<file path="src/rtl/alu_muldiv_unit.sv">
// Multi-cycle signed multiply / restoring divide unit writing HI/LO.
// Operands are latched as magnitudes; signs are applied in a final fix-up cycle.
module alu_muldiv_unit #(
  parameter int          WIDTH    = 32,
  parameter logic [3:0]  MUL_CODE = 4'b1111,
  parameter logic [3:0]  DIV_CODE = 4'b0011
) (
  input  logic             clk,
  input  logic             reset,
  input  logic             start,
  input  logic [3:0]       alu_ctrl,
  input  logic [WIDTH-1:0] a,
  input  logic [WIDTH-1:0] b,
  output logic             busy,
  output logic             done,
  output logic [WIDTH-1:0] hi,
  output logic [WIDTH-1:0] lo,
  output logic             div_by_zero
);

  // Handshake: start is sampled only while idle with a mult/div code; busy rises
  // on that accept edge, and WIDTH+1 edges later done pulses for one cycle as
  // busy falls and hi/lo update. start is ignored at all other times.

  localparam logic [1:0] S_IDLE = 2'd0;
  localparam logic [1:0] S_RUN  = 2'd1;
  localparam logic [1:0] S_FIX  = 2'd2;
  localparam int         CW     = (WIDTH > 1) ? $clog2(WIDTH) : 1;

  logic [1:0]         state;
  logic               op_div;
  logic               sign_a;
  logic               sign_b;
  logic               b_zero;
  logic [WIDTH-1:0]   mag_a;
  logic [WIDTH-1:0]   mag_b;
  logic [2*WIDTH-1:0] mcand;
  logic [2*WIDTH-1:0] acc;
  logic [CW-1:0]      cnt;

  logic [WIDTH-1:0]   abs_a;
  logic [WIDTH-1:0]   abs_b;
  logic               accept;

  assign abs_a  = a[WIDTH-1] ? -a : a;
  assign abs_b  = b[WIDTH-1] ? -b : b;
  assign accept = (state == S_IDLE) && start &&
                  ((alu_ctrl == MUL_CODE) || (alu_ctrl == DIV_CODE));

  // One iteration. Divide keeps {remainder, quotient} in acc and pulls dividend
  // bits MSB-first out of mag_a; multiply adds a left-shifting multiplicand.
  logic [2*WIDTH-1:0] acc_nxt;
  logic [2*WIDTH-1:0] mcand_nxt;
  logic [WIDTH-1:0]   mag_a_nxt;
  logic [WIDTH-1:0]   mag_b_nxt;
  logic [WIDTH:0]     rem_shift;
  logic [WIDTH:0]     trial;

  always_comb begin
    acc_nxt   = acc;
    mcand_nxt = mcand;
    mag_a_nxt = mag_a;
    mag_b_nxt = mag_b;
    rem_shift = {acc[2*WIDTH-1:WIDTH], mag_a[WIDTH-1]};
    trial     = rem_shift - {1'b0, mag_b};
    if (op_div) begin
      mag_a_nxt = mag_a << 1;
      if (!trial[WIDTH]) begin
        acc_nxt = {trial[WIDTH-1:0], acc[WIDTH-2:0], 1'b1};
      end else begin
        acc_nxt = {rem_shift[WIDTH-1:0], acc[WIDTH-2:0], 1'b0};
      end
    end else begin
      if (mag_b[0]) begin
        acc_nxt = acc + mcand;
      end
      mcand_nxt = mcand << 1;
      mag_b_nxt = mag_b >> 1;
    end
  end

  // Sign fix-up; a zero divisor leaves the remainder equal to |a|, so the
  // remainder path alone restores the original dividend into hi.
  logic [2*WIDTH-1:0] prod_fix;
  logic [WIDTH-1:0]   quot_fix;
  logic [WIDTH-1:0]   rem_fix;
  logic [WIDTH-1:0]   hi_fix;
  logic [WIDTH-1:0]   lo_fix;

  always_comb begin
    prod_fix = (sign_a ^ sign_b) ? -acc : acc;
    quot_fix = (sign_a ^ sign_b) ? -acc[WIDTH-1:0] : acc[WIDTH-1:0];
    rem_fix  = sign_a ? -acc[2*WIDTH-1:WIDTH] : acc[2*WIDTH-1:WIDTH];
    if (op_div) begin
      hi_fix = rem_fix;
      lo_fix = b_zero ? {WIDTH{1'b1}} : quot_fix;
    end else begin
      hi_fix = prod_fix[2*WIDTH-1:WIDTH];
      lo_fix = prod_fix[WIDTH-1:0];
    end
  end

  always_ff @(posedge clk) begin
    if (reset) begin
      state       <= S_IDLE;
      busy        <= 1'b0;
      done        <= 1'b0;
      div_by_zero <= 1'b0;
      hi          <= '0;
      lo          <= '0;
      op_div      <= 1'b0;
      sign_a      <= 1'b0;
      sign_b      <= 1'b0;
      b_zero      <= 1'b0;
      mag_a       <= '0;
      mag_b       <= '0;
      mcand       <= '0;
      acc         <= '0;
      cnt         <= '0;
    end else begin
      done        <= 1'b0;
      div_by_zero <= 1'b0;
      case (state)
        S_IDLE: begin
          if (accept) begin
            op_div <= (alu_ctrl == DIV_CODE);
            sign_a <= a[WIDTH-1];
            sign_b <= b[WIDTH-1];
            b_zero <= (b == '0);
            mag_a  <= abs_a;
            mag_b  <= abs_b;
            mcand  <= {{WIDTH{1'b0}}, abs_a};
            acc    <= '0;
            cnt    <= '0;
            busy   <= 1'b1;
            state  <= S_RUN;
          end
        end
        S_RUN: begin
          acc   <= acc_nxt;
          mcand <= mcand_nxt;
          mag_a <= mag_a_nxt;
          mag_b <= mag_b_nxt;
          cnt   <= cnt + CW'(1);
          if (cnt == CW'(WIDTH - 1)) begin
            state <= S_FIX;
          end
        end
        S_FIX: begin
          hi          <= hi_fix;
          lo          <= lo_fix;
          done        <= 1'b1;
          div_by_zero <= op_div && b_zero;
          busy        <= 1'b0;
          state       <= S_IDLE;
        end
        default: begin
          busy  <= 1'b0;
          state <= S_IDLE;
        end
      endcase
    end
  end

  a_done_one_cycle: assert property (@(posedge clk) disable iff (reset) done |=> !done);
  a_busy_done_excl: assert property (@(posedge clk) disable iff (reset) !(busy && done));

endmodule

</file>
<file path="config.mk">
export PLATFORM = sky130hd
export DESIGN_NAME = alu_muldiv_unit
export DESIGN_NICKNAME = d
export VERILOG_FILES = /design/src/rtl/alu_muldiv_unit.sv
export SDC_FILE = /design/constraint.sdc
export NUM_CORES = 1
export LEC_CHECK = 0
export ABC_AREA = 1
export CAP_MARGIN = 10
export CORE_MARGIN = 2
export CORE_UTILIZATION = 30
export DETAILED_ROUTE_END_ITERATION = 8
export RECOVER_POWER = 50
export SYNTH_ARGS = -nofsm -noshare
export SYNTH_HDL_FRONTEND = slang
export SYNTH_SLANG_ARGS = --single-unit
</file>
<file path="constraint.sdc">
create_clock -name clk -period 2.34 [get_ports clk]
set_input_delay 0.468 -clock clk [delete_from_list [all_inputs] [get_ports clk]]
set_output_delay 0.468 -clock clk [all_outputs]
set_load 0.01 [all_outputs]
</file>
After elaboration in Yosys (flattened, before gate mapping)

Index checks and enable logic that the tools add are counted.

Input bits: 71
Output and inout port bits: 67
Flip-flop bits (word level): 270

Reductions and logical operators: 15
Add/sub/neg operators: 8
Equal/unequal tests: 10
Mux-type cells: 30
Bitwise logic cells: 3

Operators by type and width:

| kind                | count |
|---|---|
| $mux 64             | 7 |
| $mux 32             | 11 |
| $pmux 64 s2         | 2 |
| $neg 32->32         | 4 |
| $pmux 32 s2         | 2 |
| $add 64x64->64      | 1 |
| $neg 64->64         | 1 |
| $sub 33x32->33      | 1 |
| $logic_not 32->1    | 1 |
| $pmux 5 s2          | 1 |
| $reduce_and 3->1    | 3 |
| $ne 2x2->1 const B  | 4 |
| $reduce_and 2->1    | 4 |
| $add 5x1->5 const B | 1 |
| $eq 5x5->1 const B  | 1 |
| $mux 5              | 1 |
| $eq 4x2->1 const B  | 1 |
| $eq 4x4->1 const B  | 1 |
| $mux 2              | 2 |
| $pmux 2 s2          | 1 |
| $logic_and 1x1->1   | 3 |
| $ne 3x3->1 const B  | 1 |
| $eq 2x1->1 const B  | 1 |
| $eq 2x2->1 const B  | 1 |
| other kinds (8)     | 10 |

Longest topological paths before layout

Word-level depth: 5
Depth in mapped cells: 20
Gate-level depth less buffers: 19

Worst setup path after synthesis

No wires, ideal clock.

Kind: register -> register
Start point: register acc[32]
End point: register acc[32]
Path slack: 0.070 ns
Stages on the path, launching flop included: 18
Data arrival time: 2.137 ns
Clock period less this slack: 2.270 ns
Cell sequence: dfxtp_1 > inv_1 > fa_1 > inv_1 > nand2_1 > nand2_1 > nand3_1 > nand2_1 > nand2_1 > nand2_1 > nand2_2 > nand3_2 > nand2_4 > buf_6 > o21ai_0 > nand2_1 > nand2_1 > a21oi_1

Longest elaborated chain between the ends: 4

Ends and longest elaborated chain:

| element                                          | RTL line | text |
|---|---|---|
| start, declared                                  | 38       | `logic [2*WIDTH-1:0] acc;` |
| start signal, assigned                           | 140      | `acc <= acc_nxt;` |
| $add 64x64->64 or $sub 33x32->33 (tied branches) | 75, 65   |  |
| $mux 64 (on tied branches)                       | 74, 68   |  |
| $mux 64 *                                        | 66       | `if (op_div) begin` |
| $pmux 64 s2 *                                    | 123      | `case (state)` |

Every way passes the cells marked *; elsewhere a longest branch is shown, timed or not. The select of a mux whose other input is x is not followed.
A chain may end at the register's enable or synchronous reset.

Final worst setup path

Start point: register acc[49]
End point: register acc[48]

Longest elaborated chain between the ends: 4

Ends and longest elaborated chain:

| element        | RTL line | text |
|---|---|---|
| $sub 33x32->33 | 65       | `trial = rem_shift - {1'b0, mag_b};` |
| $mux 64        | 68       | `if (!trial[WIDTH]) begin` |
| $mux 64        | 66       |  |
| $pmux 64 s2    | 123      |  |

No other way between the ends.

==> flow_metrics.tcl <==
set metrics [dict create \
    path_class "reg2reg" \
    slew_headroom_pct 27.5 \
    rsz0062_at_grt "true" \
    synthFlopType "dfxtp_1" \
    finalPower_mw 13.7 \
    drtIter0Drc 2485 \
    fmax_ghz 0.409 \
    async_flop_share_pct 0 \
    port_buffers 137 \
    drive_gt1_share_pct 23.5 \
    grt_pass1_vias 27037 \
    hold_depth 3 \
    clock_skew_ns 0.0245 \
    avgSynthCellArea_um2 5.59 \
    row_count 102 \
    seqCellArea_um2 5480 \
    drc 0 \
    synth_nets 4367 \
    htree_levels 2 \
    yosysWarnings 0 \
    crit_fanout 10 \
    fin_crit_ns 2.45 \
    antenna-diode-count 0 \
    fin_area_um2 34100 \
    pwr_density_cell_nw_per_um2 402 \
    postRouteAntennaNets 0 \
    drt-wirelength-per-cell_um 17.1 \
    cts_num_sinks 270 \
    whs_ns 0.306 \
    core_um2 77300 \
    wl_um 103000 \
    placed_area_um2 31000 \
    hold_class "in2reg" \
    layout_worst_path_cycle_share_pct 105 \
    grt_antenna_before_repair 1 \
    area_growth_syn_to_layout_pct 45.5 \
    hold_viol 0 \
    synth_area_um2 23400 \
    dieHeight_um 284 \
    firstDrtPassIters 6 \
    yosysSeqAreaShare_pct 23.1 \
    cts_tree "done" \
    grt_overflow 0 \
    violations "negative setup slack" \
    worst_slew_pin_slew_ns 1.09 \
    peakVddDrop_v 0.000390 \
    hold_path_end "mcand[0]" \
    synth_edf_count 0 \
    r2r_end "acc[48]" \
    end_kind "flop" \
    synth-seq-cells 270 \
    dp_cells 5921 \
    grt_pass1_wl_um 156000 \
    dpl.hpwl_um 81400 \
    cts_buffer_depth 3 \
    finalWorstSetupSlack_ns -0.106 \
    timing.rr.start "acc[49]" \
    worstHoldStart "a[0]" \
    r2r_slack_ns -0.11 \
    setup.worst_path.start_class "flop" \
    syn_inst 4193 \
    r2r.worst_path.cells 17 \
    final-setup-viol-count 38 \
    vias_per_cell 4.89 \
    status "complete, but fails checks" \
    clock-root-buffer "clkbuf_16" \
    multi_input_area_um2 16500 \
    p_leak_nw 17.6 \
    layoutNonFillerInstCount 6006 \
    clk_pin_slew_ns 0.06 \
    track_usage_pct 24.5 \
    worstPathArrival_ns 2.85 \
    finalSetupTns_ns -2.05 \
    initial_core_util_pct 30.3 \
    via_count 29380 \
    yosysUniqueCellTypes 50 \
    io_pins 138 \
    finalNetCount 5115 \
    n_fill_cell 8327 \
    utilization_pct 44.1 \
    grt_max_degree 150 \
    cp.required_ns 2.74 \
    max_cap_violations 0 \
    place.gp.congestion 1.00 \
    clk_latency_ns 0.56 \
    drv_slew 0 \
    place_ws_ns -0.438 \
    dieArea_um2 80400 \
    fp.dieW_um 284 \
    cts_buffers 34 \
]
==> kinds of logic (layout without fill, tap and decap cells) <==
logic type / count (synthesis) / in the layout / synth area share [%]
AND/OR/NAND/NOR: 2162 / 2162 / 37.6
buffers and inverters: 838 / 1611 / 13.7
AO/OA/AOI/OAI: 724 / 724 / 16.4
adder cells (fa/ha/maj): 103 / 103 / 5.56
XOR/XNOR: 95 / 95 / 3.55
multiplexers: 1 / 1 / 0.0427
flip-flops: 270 / 270 / 23.1
==> timing repair <==
action                                  4_1_cts  5_1_grt
hold buffers                                  0        0
endpoints found under the setup margin       81       87
setup buffers                                13       12
gates resized for setup                     230      233
pin swaps                                    49       62
cloned                                        1        0
==> where the power goes <==
group / internal (mW) / switching, mW
Clock: 3.01 / 2.31
Combinational: 1.54 / 2.05
Sequential: 4.69 / 0.103
==> critical path: stages (launching register included) <==
cell and delay, ns:
dfxtp_2 0.35, buf_4 0.15, ha_1 0.29, nand2_2 0.10
inv_1 0.04, nand2_1 0.05, nand2_1 0.06, nand2_1 0.07
nand2_2 0.10, a21oi_4 0.24, nand2_4 0.11, nand2_8 0.10
nand2_8 0.10, buf_12 0.16, nand2_1 0.06, nand3_1 0.12
nand3_1 0.13, a21oi_1 0.06
==> cell usage in the layout, fill, tap and decap left out, types with 11 or more instances in the layout <==
master / n
ha_1: 49
o221ai_1: 19
a31oi_1: 13
nand4_1: 36
nor3_1: 30
a21oi_2: 26
nor2_2: 53
dfxtp_2: 33
nor2_1: 312
nand3_2: 44
clkbuf_16: 34
o211ai_1: 21
nand2_1: 1267
inv_2: 18
xnor2_1: 21
buf_4: 668
nor3_2: 14
nor2_4: 22
nand3_1: 255
buf_12: 20
clkdlybuf4s50_1: 79
ha_4: 42
buf_6: 17
xor2_1: 66
nand2_2: 72
o21ai_0: 210
a21oi_1: 390
inv_1: 670
dlygate4sd3_1: 55
nand3b_1: 11
dfxtp_1: 227
nand2_4: 14
==> state kept, by name, summed over array words and instances (netlist names), 2 cells and up <==
register  count
acc          64
mcand        64
hi           32
lo           32
mag_a        32
mag_b        32
cnt           5
state         2
==> how the worst max path moves through the flow <==
stage | to | from | cells after the start | slack, ns
global route | acc[35] | mag_a[31] | 19 | -0.23
global placement | acc[56] | acc[48] | 16 | -0.43
floorplan | acc[32] | acc[32] | 17 | 0.07
finish | acc[48] | acc[49] | 17 | -0.11
detailed placement | acc[56] | acc[48] | 16 | -0.44
CTS | acc[34] | mag_a[31] | 19 | -0.08
==> Yosys cell counts, types with 5 or more instances <==
cell | n | area (µm²)
nor2_1 | 379 | 1420
o221ai_1 | 19 | 166
nand2_1 | 1350 | 5070
o21ai_0 | 219 | 1100
o211ai_1 | 21 | 158
inv_1 | 685 | 2570
a31oi_1 | 13 | 81.3
clkbuf_1 | 89 | 334
nor3_1 | 44 | 220
nand3b_1 | 11 | 82.6
buf_1 | 13 | 48.8
dfxtp_1 | 270 | 5410
nor4_1 | 5 | 31.3
xnor2_1 | 24 | 210
a221oi_1 | 5 | 43.8
o21bai_1 | 8 | 60.1
a21o_1 | 6 | 45.0
nand4_1 | 36 | 225
nand3_1 | 304 | 1520
buf_2 | 36 | 180
ha_1 | 101 | 1260
or2_2 | 7 | 43.8
xor2_1 | 71 | 622
inv_2 | 7 | 26.3
a21oi_1 | 416 | 2080
==> layout make-up <==
class                           instances  share of cell area, %
Multi-Input combinational cell       3085                   48.4
Timing Repair Buffer                  854                   20.8
Sequential cell                       270                   16.1
Tap cell                             1040                   3.82
Clock inverter                         19                  0.554
Inverter                              696                   7.70
Clock buffer                           42                   2.64
==> per-layer routing <==
metal | track usage (%) | up-vias | share of wire, %
met3 | 2.49 | 171 | 5.8
met5 | 0 | - | 0.013
met4 | 9.01 | 2 | 3.8
li1 | - | 14748 | -
met2 | 40.1 | 923 | 46
met1 | 33.1 | 13536 | 45
(Power assumes the default switching activity.)
